$ cat src/rtl/ip_psum_ctrl_if.sv
// Chunk and result handshake bundle between the partial-sum
// sequencer, the ip stage and the downstream consumer.
interface ip_psum_ctrl_if #(
   parameter int bitwidth = 8
);
   logic                chunk_valid;
   logic                chunk_ready;
   logic [bitwidth-1:0] sum;
   logic [bitwidth-1:0] psum;
   logic                sel;
   logic                res_valid;
   logic                res_ready;
   logic [bitwidth-1:0] res_data;

   modport master (
      output chunk_valid, sum, res_ready,
      input  chunk_ready, psum, sel, res_valid, res_data
   );

   modport slave (
      input  chunk_valid, sum, res_ready,
      output chunk_ready, psum, sel, res_valid, res_data
   );
endinterface

$ cat src/rtl/ip_psum_ctrl.sv
// Partial-sum sequencer around the ip stage: chains chunk sums
// through the psum register and presents the final dot product.
module ip_psum_ctrl #(
   parameter int bitwidth  = 8,
   parameter int cnt_width = 8
) (
   input  logic                 clk,
   input  logic                 rst_n,
   input  logic                 clear,
   input  logic                 start,
   input  logic [cnt_width-1:0] num_chunks,
   output logic                 busy,
   ip_psum_ctrl_if.slave        bus
);

   typedef enum logic [1:0] {
      IDLE = 2'd0,
      ACC  = 2'd1,
      OUT  = 2'd2
   } state_t;

   state_t               state, state_d;
   logic [cnt_width-1:0] n_q, n_d;
   logic [cnt_width-1:0] cnt, cnt_d;
   logic [bitwidth-1:0]  psum_q, psum_d;
   logic [bitwidth-1:0]  res_q, res_d;

   always_ff @(posedge clk or negedge rst_n) begin
      if (!rst_n) begin
         state  <= IDLE;
         n_q    <= '0;
         cnt    <= '0;
         psum_q <= '0;
         res_q  <= '0;
      end else begin
         state  <= state_d;
         n_q    <= n_d;
         cnt    <= cnt_d;
         psum_q <= psum_d;
         res_q  <= res_d;
      end
   end

   always_comb begin
      state_d = state;
      n_d     = n_q;
      cnt_d   = cnt;
      psum_d  = psum_q;
      res_d   = res_q;
      if (clear) begin
         // abort drops any pending result but keeps res_data
         state_d = IDLE;
         cnt_d   = '0;
         psum_d  = '0;
      end else begin
         unique case (state)
            IDLE: begin
               if (start && num_chunks != '0) begin
                  state_d = ACC;
                  n_d     = num_chunks;
                  cnt_d   = '0;
                  psum_d  = '0;
               end
            end
            ACC: begin
               if (bus.chunk_valid) begin
                  if (cnt == n_q - 1'b1) begin
                     res_d   = bus.sum;
                     psum_d  = '0;
                     cnt_d   = '0;
                     state_d = OUT;
                  end else begin
                     psum_d = bus.sum;
                     cnt_d  = cnt + 1'b1;
                  end
               end
            end
            OUT: begin
               if (bus.res_ready) state_d = IDLE;
            end
            default: state_d = IDLE;
         endcase
      end
   end

   assign busy            = (state != IDLE);
   assign bus.chunk_ready = (state == ACC);
   assign bus.res_valid   = (state == OUT);
   assign bus.sel         = (state == ACC) && (cnt != '0);
   assign bus.psum        = psum_q;
   assign bus.res_data    = res_q;

endmodule
$ cat src/flat_wrapper.sv
// flat-port wrapper written by rule: the top's interface ports become plain ports
module ip_psum_ctrl_flat 
#(
   parameter int bitwidth  = 8,
   parameter int cnt_width = 8
)
  (clk, rst_n, clear, start, num_chunks, busy, bus_chunk_valid, bus_sum, bus_res_ready, bus_chunk_ready, bus_psum, bus_sel, bus_res_valid, bus_res_data);
  ip_psum_ctrl_if #(.bitwidth(bitwidth)) bus_i ();
  input  logic clk;
  input  logic rst_n;
  input  logic clear;
  input  logic start;
  input  logic [cnt_width-1:0] num_chunks;
  output logic busy;
  input wire logic [$bits(bus_i.chunk_valid)-1:0] bus_chunk_valid;
  input wire logic [$bits(bus_i.sum)-1:0] bus_sum;
  input wire logic [$bits(bus_i.res_ready)-1:0] bus_res_ready;
  output wire logic [$bits(bus_i.chunk_ready)-1:0] bus_chunk_ready;
  output wire logic [$bits(bus_i.psum)-1:0] bus_psum;
  output wire logic [$bits(bus_i.sel)-1:0] bus_sel;
  output wire logic [$bits(bus_i.res_valid)-1:0] bus_res_valid;
  output wire logic [$bits(bus_i.res_data)-1:0] bus_res_data;
  assign bus_i.chunk_valid = bus_chunk_valid;
  assign bus_i.sum = bus_sum;
  assign bus_i.res_ready = bus_res_ready;
  assign bus_chunk_ready = bus_i.chunk_ready;
  assign bus_psum = bus_i.psum;
  assign bus_sel = bus_i.sel;
  assign bus_res_valid = bus_i.res_valid;
  assign bus_res_data = bus_i.res_data;
  ip_psum_ctrl #(.bitwidth(bitwidth), .cnt_width(cnt_width)) u_core (.clk(clk), .rst_n(rst_n), .clear(clear), .start(start), .num_chunks(num_chunks), .busy(busy), .bus(bus_i));
endmodule
$ cat config.mk
export PLATFORM = sky130hd
export DESIGN_NAME = ip_psum_ctrl_flat
export DESIGN_NICKNAME = d
export VERILOG_FILES = /design/src/rtl/ip_psum_ctrl_if.sv /design/src/rtl/ip_psum_ctrl.sv /design/src/flat_wrapper.sv
export SDC_FILE = /design/constraint.sdc
export NUM_CORES = 1
export LEC_CHECK = 0
export ABC_AREA = 0
export BUFFER_PORTS_ARGS = -buffer_cell sky130_fd_sc_hd__buf_2
export CAP_MARGIN = 15
export CORE_ASPECT_RATIO = 0.75
export CORE_MARGIN = 5
export CORE_UTILIZATION = 55
export CTS_BUF_LIST = sky130_fd_sc_hd__clkbuf_4 sky130_fd_sc_hd__clkbuf_8
export DETAILED_ROUTE_END_ITERATION = 6
export GPL_TIMING_DRIVEN = 0
export HOLD_SLACK_MARGIN = 0.06
export PLACE_DENSITY = 0.88
export SLEW_MARGIN = 20
export SYNTH_ARGS = -nofsm -noshare
export SYNTH_HDL_FRONTEND = slang
export SYNTH_SLANG_ARGS = --single-unit
$ cat constraint.sdc
create_clock -name clk -period 2.9 [get_ports clk]
set_clock_uncertainty 0.05 [all_clocks]
set_input_delay 0.145 -clock clk [delete_from_list [all_inputs] [get_ports clk]]
set_output_delay 0.145 -clock clk [all_outputs]
set_load 0.01 [all_outputs]
==> results.sh, run 1 <==
export IMPL_yosys_warnings=0
export IMPL_synth_edf_count=0
export IMPL_fin_hold_ws_ns=0.0584
export IMPL_final_common_cell="buf_2"
export IMPL_gr_total_overflow=0
export IMPL_syn_num_nets=200
export IMPL_ys_types=42
export IMPL_power_switching_uw=341
export IMPL_hold_violations=0
export IMPL_r2r_setup_slack_ns=0.09
export IMPL_powerDensity_mw_per_mm2=546
export IMPL_die_area_mm2=0.00448
export IMPL_synth_cells=175
export IMPL_finalWeightedCongestion=0.878
export IMPL_relSlewSlack=0.412
export IMPL_routed_wl_um=4790
export IMPL_htree_levels=2
export IMPL_cts_buffer_depth=2
export IMPL_hold_path_startpoint="num_chunks[3]"
export IMPL_routedWlPerCell_um=17.7
export IMPL_path_max_fanout=10
export IMPL_critPathKind="reg -> reg"
export IMPL_clk_pin_slew_ns=0.07
export IMPL_status="completed"
export IMPL_root_buffer="clkbuf_8"
export IMPL_finalCritPeriodShare=0.970
export IMPL_final_max_slew_violation_count=0
export IMPL_ys_seq_elements=34
export IMPL_p_sw_frac=0.277
export IMPL_whs_path_depth=2
export IMPL_reg2reg_depth=7
export IMPL_postSynthAreaPerCell_um2=10.2
export IMPL_drcViolationCount=0
export IMPL_critPathLaunchType="flip-flop"
export IMPL_nNetsFinal=256
export IMPL_grt_start_max_net_pins=35
export IMPL_drive_gt1_frac=0.336
export IMPL_min_path_type="in -> reg"
export IMPL_pwr_share_comb=0.189
export IMPL_fmax_ghz=0.355
export IMPL_maxCapViolations=0
export IMPL_cp_end_kind="flip-flop"
export IMPL_n_antenna_cell=0
export IMPL_seqPwrFrac=0.450
export IMPL_fillers=189
export IMPL_num_rows=17
export IMPL_fin_util=0.746
export IMPL_intPower_uw=891
export IMPL_leakage_nw=1.08
export IMPL_coreArea_mm2=0.00302
export IMPL_async_flop_share=1.00
export IMPL_synthFlopType="dfrtp_1"
export IMPL_grt_first_pass_wirelength_um=7380
export IMPL_min_period_ns=2.81
export IMPL_rr_startpoint="u_core.n_q[2]$_DFFE_PN0P_"
export IMPL_design_area_mm2=0.00225
export IMPL_area_growth_syn_to_layout_pct=26.9
export IMPL_dpl_cell_count=254
export IMPL_syn_area_mm2=0.00178
export IMPL_die_x_um=75.6
export IMPL_ant_nets=0
export IMPL_drtIter0Drc=172
export IMPL_critical_path_startpoint="u_core.n_q[2]$_DFFE_PN0P_"
export IMPL_tightestPinTransition_ns=0.882
export IMPL_critPathRequiredTime_ns=3.00
export IMPL_clock_latency_ns=0.29
export IMPL_gr_usage_all_layers=0.226
export IMPL_via_per_inst=6.08
export IMPL_dr_pass1_iters=4
export IMPL_finalNonFillerCells=270
export IMPL_dp_hpwl_um=3280
export IMPL_tns_ns=0
export IMPL_clockPowerShare=0.362
export IMPL_layout_common_cells="42 x buf_2, 33 x dfrtp_1, 27 x nand2_1"
export IMPL_dpl_instance_area_mm2=0.00203
export IMPL_setup_violations=0
export IMPL_io_buffers=41
export IMPL_worstPathArrival_ns=2.92
export IMPL_max_vdd_ir_drop_uv=385
export IMPL_start_util=0.588
export IMPL_ys_seq_area_frac=0.479
export IMPL_cts_tree="built"
export IMPL_antenna_found_initial=0
export IMPL_cts_buffers=5
export IMPL_grt_pass1_vias=1533
export IMPL_ios=42
export IMPL_cts_sinks=34
export IMPL_die_y_um=59.2
export IMPL_num_vias=1642
[worst max-delay path, cell delays in order, from the launching register on]
cell and delay (ns):
dfrtp_2 0.46, or4_1 0.58, or3_4 0.40, a211oi_2 0.31, o2111ai_2 0.29, nand2_1 0.22
buf_2 0.23, o21ai_0 0.14
[state kept, by name (all words and copies together) (netlist names)]
| name | cells |
|---|---|
| u_core.bus.res_data | 8 |
| u_core.state | 2 |
| u_core.cnt | 8 |
| u_core.n_q | 8 |
| u_core.bus.psum | 8 |
[Yosys cell counts (all sizes together), types with 3 or more instances]
library cell,number,area [um2]
dfrtp,34,851
ha,3,37.5
inv,10,37.5
nand2,27,101
nor4,4,25.0
o311ai,3,26.3
clkbuf,4,15.0
o22ai,3,18.8
mux2,16,180
nor3,5,36.3
nand3,5,25.0
nor2,5,18.8
xnor2,6,52.6
o21ai,13,65.1
[metal layers]
metal,share of wire,global-route usage
met5,0,0
met4,0.020,0.0748
met3,0.063,0.0746
met2,0.49,0.357
met1,0.43,0.292
[power groups by stage]
stage	Combinational, mW	Clock (mW)	Sequential (mW)
global route	0.254	0.467	0.560
finish	0.233	0.445	0.554
CTS	0.217	0.445	0.551
global placement	0.201	0	0.557
floorplan	0.133	0	0.555
detailed placement	0.211	0	0.559
[metrics by stage]
step,setup slack [ns],power [mW]
floorplan,0.313,0.688
global placement,0.0230,0.757
detailed placement,-0.0133,0.770
CTS,0.0113,1.21
global route,-0.0279,1.28
finish,0.0859,1.23
[cells by family after synthesis]
group,count (synthesis),share of synthesized area
xor gates and xnor gates,8,0.0394
and+or+nand+nor,62,0.178
buffers and inverters,15,0.0324
muxes,18,0.113
AOI/OAI and AO/OA,35,0.137
adders and majority gates,3,0.0211
DFF,34,0.479
[final timing paths]
kind / to
max: u_core.bus.psum[5]$_DFFE_PN0P_
min in group asynchronous: u_core.n_q[6]$_DFFE_PN0P_
min: u_core.n_q[3]$_DFFE_PN0P_
max reg2reg: u_core.bus.psum[5]$_DFFE_PN0P_
max in group asynchronous: u_core.n_q[2]$_DFFE_PN0P_
min reg2reg: u_core.state[0]$_DFFE_PN0P_
[cell type report]
class,count,area (um2),area share
Clock buffer,7,83.8,0.0372
Tap cell,38,47.5,0.0211
Multi-Input combinational cell,126,891,0.395
Timing Repair Buffer,49,293,0.130
Clock inverter,1,30.0,0.0133
Inverter,10,37.5,0.0166
Sequential cell,34,852,0.378
Buffer,5,20.0,0.00888
[what timing repair did]
item                                   CTS  global route
hold buffers                             5             1
resized for setup                        0             5
setup buffers                            1             1
setup endpoints to repair                8            23
endpoints found under the hold margin   38             1
pin swaps                                1             2
Power figures use the tool's default switching activity.
==> run 2, diff against run 1 <==
Settings changed: ABC_AREA 0 to 1, RECOVER_POWER set to 25.
==> run 2 against run 1 <==
  * The flow now finishes with violations (max-capacitance violations, max-slew violations)
  * Global-route usage fell by 3.1 points
  * Critical path depth up 3
  * Non-clock buffer count shrank 2
  * Sequential power fell by 1%
  * Register-to-register slack improved by 0.68 ns
  * Wire length decreased by 10%
  * Hold slack improved by 0.0086 ns
  * Highest routed layer unchanged
  * Combinational power rose by 4%
  * Setup slack gained 0.68 ns
==> results.sh, run 2 <==
export IMPL_min_period_ns=2.13
export IMPL_seq_area_um2=851
export IMPL_multi_input_area_um2=862
export IMPL_htree_levels=2
export IMPL_relSlewSlack=-0.179
export IMPL_ys_seq_area_frac=0.464
export IMPL_grt_pass1_vias=1595
export IMPL_crit_slowest_cell="dfrtp_1"
export IMPL_powerDensity_mw_per_mm2=582
export IMPL_hold_violations=0
export IMPL_ant_nets=0
export IMPL_cts_setup_buffers=0
export IMPL_critPathRequiredTime_ns=3.01
export IMPL_path_max_fanout=5
export IMPL_tightestPinTransition_ns=1.77
export IMPL_syn_area_mm2=0.00183
export IMPL_cts_tree="built"
export IMPL_num_vias=1675
export IMPL_routedWlPerCell_um=13.2
export IMPL_start_util=0.565
export IMPL_grt_start_max_net_pins=35
export IMPL_ys_seq_elements=34
export IMPL_max_vdd_ir_drop_uv=456
export IMPL_synthFlopType="dfrtp_1"
export IMPL_gr_total_overflow=0
export IMPL_yosysMostFrequentCell="nand2_1"
export IMPL_whs_path_depth=4
export IMPL_drive_gt1_frac=0.175
export IMPL_maxCapViolations=1
export IMPL_drtIter0Drc=158
export IMPL_async_flop_share=1.00
export IMPL_critPathKind="reg -> reg"
export IMPL_finalWeightedCongestion=0.893
export IMPL_violations="max-capacitance violations, max-slew violations"
export IMPL_die_y_um=60.0
export IMPL_fillers=272
export IMPL_n_antenna_cell=0
export IMPL_cp_top_family="simple AND/OR/NAND/NOR gates"
export IMPL_dp_hpwl_um=3120
export IMPL_gr_usage_all_layers=0.195
export IMPL_finalCritPeriodShare=0.735
export IMPL_postSynthAreaPerCell_um2=7.90
export IMPL_worstPathArrival_ns=2.25
export IMPL_yosys_top_cells_area="dfrtp_1 46%, nand2_1 15%, nor2_1 6.4%"
export IMPL_final_common_cell="nand2_1"
export IMPL_synth_top_area_share=0.464
export IMPL_clk_pin_slew_ns=0.07
export IMPL_min_path_type="in -> reg"
export IMPL_ios=42
export IMPL_via_per_inst=5.14
export IMPL_fmax_ghz=0.469
export IMPL_clock_latency_ns=0.29
export IMPL_grt_first_pass_wirelength_um=7040
export IMPL_status="finished, violations left"
export IMPL_worst_path_buf_inv=1
export IMPL_yosys_warnings=0
export IMPL_final_max_slew_violation_count=35
export IMPL_ys_types=27
export IMPL_die_x_um=76.6
export IMPL_cts_sinks=34
export IMPL_dpl_instance_area_mm2=0.00209
export IMPL_synth_cells=232
export IMPL_io_buffers=41
export IMPL_coreArea_mm2=0.00324
export IMPL_reg2reg_depth=10
export IMPL_num_rows=18
export IMPL_p_total_mw=1.31
export IMPL_rsz0062_at_grt="no"
export IMPL_cp_end_kind="flip-flop"
export IMPL_cts_buffer_depth=2
export IMPL_setup_violations=0
export IMPL_cp_num_cells=10
export IMPL_root_buffer="clkbuf_8"
export IMPL_yosysTopAreaCell="dfrtp_1"
export IMPL_routed_wl_um=4320
export IMPL_dr_pass1_iters=4
export IMPL_area_growth_syn_to_layout_pct=23.0
export IMPL_die_area_mm2=0.00460
export IMPL_cp_slowest_stage_delay_ns=0.40
export IMPL_tns_ns=0
export IMPL_synth_edf_count=0
export IMPL_synth_commonest_cells="74 x nand2_1, 34 x dfrtp_1, 31 x nor2_1, 20 x inv_1, 15 x nand3_1"
export IMPL_crit_chain="inv_1 > ha_1 > xor2_1 > nand2_1 > nor2_1 > nand4_1 > nor2_2 > nor2_1 > nor2_2 > nor2_1"
export IMPL_layout_common_cells="74 x nand2_1, 34 x dfrtp_1, 31 x nor2_1"
export IMPL_nNetsFinal=310
export IMPL_fin_util=0.695
export IMPL_antenna_found_initial=0
export IMPL_leakage_nw=1.17
export IMPL_cts_buffers=5
export IMPL_crit_top_cell="nor2_1"
export IMPL_design_area_mm2=0.00225
export IMPL_critPathLaunchType="flip-flop"
export IMPL_drcViolationCount=0
export IMPL_syn_num_nets=257
run 2: power breakdown:
| group | leakage (nW) | internal [mW] | total (mW) | switching (mW) |
|---|---|---|---|---|
| registers | 0.450 | 0.512 | 0.546 | 0.0336 |
| clock network | 0.0683 | 0.344 | 0.523 | 0.179 |
| logic | 0.655 | 0.0943 | 0.242 | 0.147 |
run 2: final timing paths:
kind | from | endpoint | slack [ns]
max | u_core.n_q[0]$_DFFE_PN0P_ | u_core.cnt[2]$_DFFE_PN0P_ | 0.77
min | bus_res_ready | u_core.state[1]$_DFFE_PN0P_ | 0.07
max reg2reg | u_core.n_q[0]$_DFFE_PN0P_ | u_core.cnt[2]$_DFFE_PN0P_ | 0.77
min reg2reg | u_core.bus.res_data[4]$_DFFE_PN0P_ | u_core.bus.res_data[4]$_DFFE_PN0P_ | 0.43
max in group asynchronous | rst_n | u_core.n_q[0]$_DFFE_PN0P_ | 0.96
min in group asynchronous | rst_n | u_core.state[0]$_DFFE_PN0P_ | 0.81
run 2: worst min-delay path: cells and delay by family:
| family | cells | cell delay, ns |
|---|---|---|
| AND/OR/NAND/NOR | 3 | 0.15 |
| buffers and inverters | 1 | 0.07 |
run 2: cell families (layout without fill, tap and decap cells):
kind of cell	count (synthesis)	in the layout	share of synthesized area
xor gates and xnor gates	11	11	0.0526
AOI/OAI and AO/OA	19	19	0.0587
adders and majority gates	3	3	0.0205
muxes	4	4	0.0246
and+or+nand+nor	135	135	0.314
DFF	34	34	0.464
buffers and inverters	26	80	0.0649
run 2: metal layers:
metal / up-vias / track usage / wire, um / share of wire
met1: 792 / 0.260 / 2040 / 0.47
met2: 44 / 0.310 / 2030 / 0.47
met4: 0 / 0.0723 / 21 / 0.0049
li1: 837 / - / - / -
met3: 2 / 0.0482 / 227 / 0.053
met5: - / 0 / 0 / 0
run 2: metrics by stage:
stage / worst slack (ns) / std cells / hold WS, ns
2_1_floorplan: 1.16 / 232 / -0.201
3_3_place_gp: 0.949 / 313 / 0.204
3_5_place_dp: 0.868 / 313 / 0.204
4_1_cts: 0.804 / 326 / 0.0640
5_1_grt: 0.520 / 326 / 0.0635
6_report: 0.768 / 326 / 0.0670
run 2: area by class of cell:
cell class,count,share of cell area
plain buffers,6,0.0194
clock buffers,5,0.0305
clock inverters,3,0.0305
inverters,20,0.0333
multi-input cells,172,0.383
flip-flops and latches,34,0.378
well taps,40,0.0222
repair buffers,46,0.104
run 2: timing repair:
| item | CTS | global route |
|---|---|---|
| resized for setup | 0 | 0 |
| endpoints found under the setup margin | 0 | 0 |
| hold endpoints to repair | 38 | 0 |
| hold buffers | 5 | 0 |
==> run 3, diff against run 2 <==
Clock period 2.9 ns to 2.2 ns, I/O delays scaled along.
==> run 3 against run 2 <==
  * The flow now finishes without violations
  * Combinational power grew 51%
  * Wire length grew 20%
  * Maximum frequency grew 1.2%
  * Setup slack lost 0.67 ns
  * Global-route usage grew 3.4 points
  * Die area is the same
  * Sequential power grew 32%
  * Critical path depth is the same
  * Critical path type unchanged
  * Critical endpoint unchanged
  * Largest power group unchanged
  * Highest routed layer unchanged
==> results.sh, run 3 (synthesis results as in run 2) <==
export IMPL_drive_gt1_frac=0.183
export IMPL_final_max_slew_violation_count=0
export IMPL_r2r_setup_slack_ns=0.09
export IMPL_area_growth_syn_to_layout_pct=31.4
export IMPL_routedWlPerCell_um=15.2
export IMPL_power_switching_uw=499
export IMPL_fmax_ghz=0.475
export IMPL_rsz0062_at_grt="no"
export IMPL_grt_pass1_vias=1815
export IMPL_crit_top_cell="nor2_1"
export IMPL_tightestPinTransition_ns=0.834
export IMPL_ant_nets=0
export IMPL_crit_chain="inv_2 > ha_2 > xor2_1 > nand2_1 > nor2_1 > nand4_1 > nor2_4 > nor2_1 > nor2_2 > nor2_1"
export IMPL_critPathKind="reg -> reg"
export IMPL_max_vdd_ir_drop_uv=632
export IMPL_ios=42
export IMPL_finalNonFillerCells=341
export IMPL_final_common_cell="nand2_1"
export IMPL_pwr_share_comb=0.206
export IMPL_num_rows=18
export IMPL_powerDensity_mw_per_mm2=739
export IMPL_crit_slowest_cell="dfrtp_1"
export IMPL_tns_ns=0
export IMPL_clk_pin_slew_ns=0.07
export IMPL_gr_total_overflow=0
export IMPL_worstPathArrival_ns=2.22
export IMPL_dr_pass1_iters=4
export IMPL_min_period_ns=2.11
export IMPL_seqPwrFrac=0.405
export IMPL_setup_violations=0
export IMPL_path_max_fanout=5
export IMPL_cp_end_kind="flip-flop"
export IMPL_intPower_mw=1.28
export IMPL_min_path_type="in -> reg"
export IMPL_relSlewSlack=0.444
export IMPL_clock_latency_ns=0.29
export IMPL_io_buffers=41
export IMPL_layout_common_cells="74 x nand2_1, 34 x dfrtp_1, 31 x nor2_1"
export IMPL_fin_util=0.742
export IMPL_cp_slowest_stage_delay_ns=0.41
export IMPL_grt_start_max_net_pins=35
export IMPL_dpl_cell_count=313
export IMPL_status="completed"
export IMPL_maxCapViolations=0
export IMPL_critPathLaunchType="flip-flop"
export IMPL_finalWeightedCongestion=0.893
export IMPL_p_total_mw=1.78
export IMPL_grt_first_pass_wirelength_um=8180
export IMPL_leakage_nw=1.24
export IMPL_start_util=0.565
export IMPL_clockPowerShare=0.389
export IMPL_cts_tree="built"
export IMPL_p_sw_frac=0.280
export IMPL_routed_wl_um=5170
export IMPL_htree_levels=2
export IMPL_die_area_mm2=0.00460
export IMPL_fin_hold_ws_ns=0.0935
export IMPL_critPathRequiredTime_ns=2.31
export IMPL_via_per_inst=5.33
export IMPL_cts_buffer_depth=2
export IMPL_cts_buffers=5
export IMPL_root_buffer="clkbuf_8"
export IMPL_die_y_um=60.0
export IMPL_drtIter0Drc=226
export IMPL_die_x_um=76.6
export IMPL_antenna_found_initial=0
export IMPL_dp_hpwl_um=3120
export IMPL_n_antenna_cell=0
export IMPL_cts_sinks=34
export IMPL_gr_usage_all_layers=0.229
export IMPL_nNetsFinal=325
export IMPL_coreArea_mm2=0.00324
export IMPL_num_vias=1817
export IMPL_finalCritPeriodShare=0.957
export IMPL_hold_violations=0
export IMPL_drcViolationCount=0
## run 3: worst paths after layout
kind                                                    start                            endpoint  depth (start not counted)
min reg2reg                u_core.bus.res_data[4]$_DFFE_PN0P_  u_core.bus.res_data[4]$_DFFE_PN0P_                          2
min in group asynchronous                               rst_n  u_core.bus.res_data[3]$_DFFE_PN0P_                          2
max                                 u_core.n_q[0]$_DFFE_PN0P_           u_core.cnt[2]$_DFFE_PN0P_                         10
min                                                     clear         u_core.state[1]$_DFFE_PN0P_                          4
max reg2reg                         u_core.n_q[0]$_DFFE_PN0P_           u_core.cnt[2]$_DFFE_PN0P_                         10
max in group asynchronous                               rst_n           u_core.n_q[0]$_DFFE_PN0P_                          2
## run 3: worst max-delay path, delay by kind of cell (launching register included)
| kind | cells | cell delay, ns |
|---|---|---|
| and+or+nand+nor | 7 | 1.02 |
| DFF | 1 | 0.41 |
| adders and majority gates | 1 | 0.27 |
| buffers and inverters | 1 | 0.09 |
| xor gates and xnor gates | 1 | 0.15 |
## run 3: cell type report
class	instances	area, um2
clock inverter	3	68.8
inverter	20	75.1
clock buffer	5	68.8
fill	232	836
buffer	6	43.8
timing repair buffer	61	380
tap	40	50.0
sequential	34	851
multi-input combinational	172	870
## run 3: what timing repair did
item,in CTS,in global routing
endpoints found under the setup margin,0,14
hold buffers,18,0
setup buffers,0,2
endpoints found under the hold margin,55,0
resized for setup,0,3
## run 3: power groups by stage
stage | combinational, mW | sequential [mW] | clock [mW]
global placement | 0.301 | 0.729 | 0
global route | 0.404 | 0.726 | 0.727
finish | 0.366 | 0.721 | 0.692
CTS | 0.339 | 0.718 | 0.695
detailed placement | 0.312 | 0.729 | 0
floorplan | 0.205 | 0.727 | 0
## run 3: through the flow
step | area (um2) | setup slack (ns)
after floorplan | 1830 | 0.460
after global placement | 2090 | 0.249
after detailed placement | 2090 | 0.168
after CTS | 2400 | 0.104
after global routing | 2410 | 0.0103
final | 2410 | 0.0940
## run 3: layer usage
| metal | track usage | routed length (um) | up-vias |
|---|---|---|---|
| met5 | 0 | 0 | - |
| li1 | - | - | 869 |
| met1 | 0.287 | 2190 | 861 |
| met4 | 0.0948 | 103 | 0 |
| met3 | 0.0557 | 361 | 10 |
| met2 | 0.385 | 2510 | 77 |
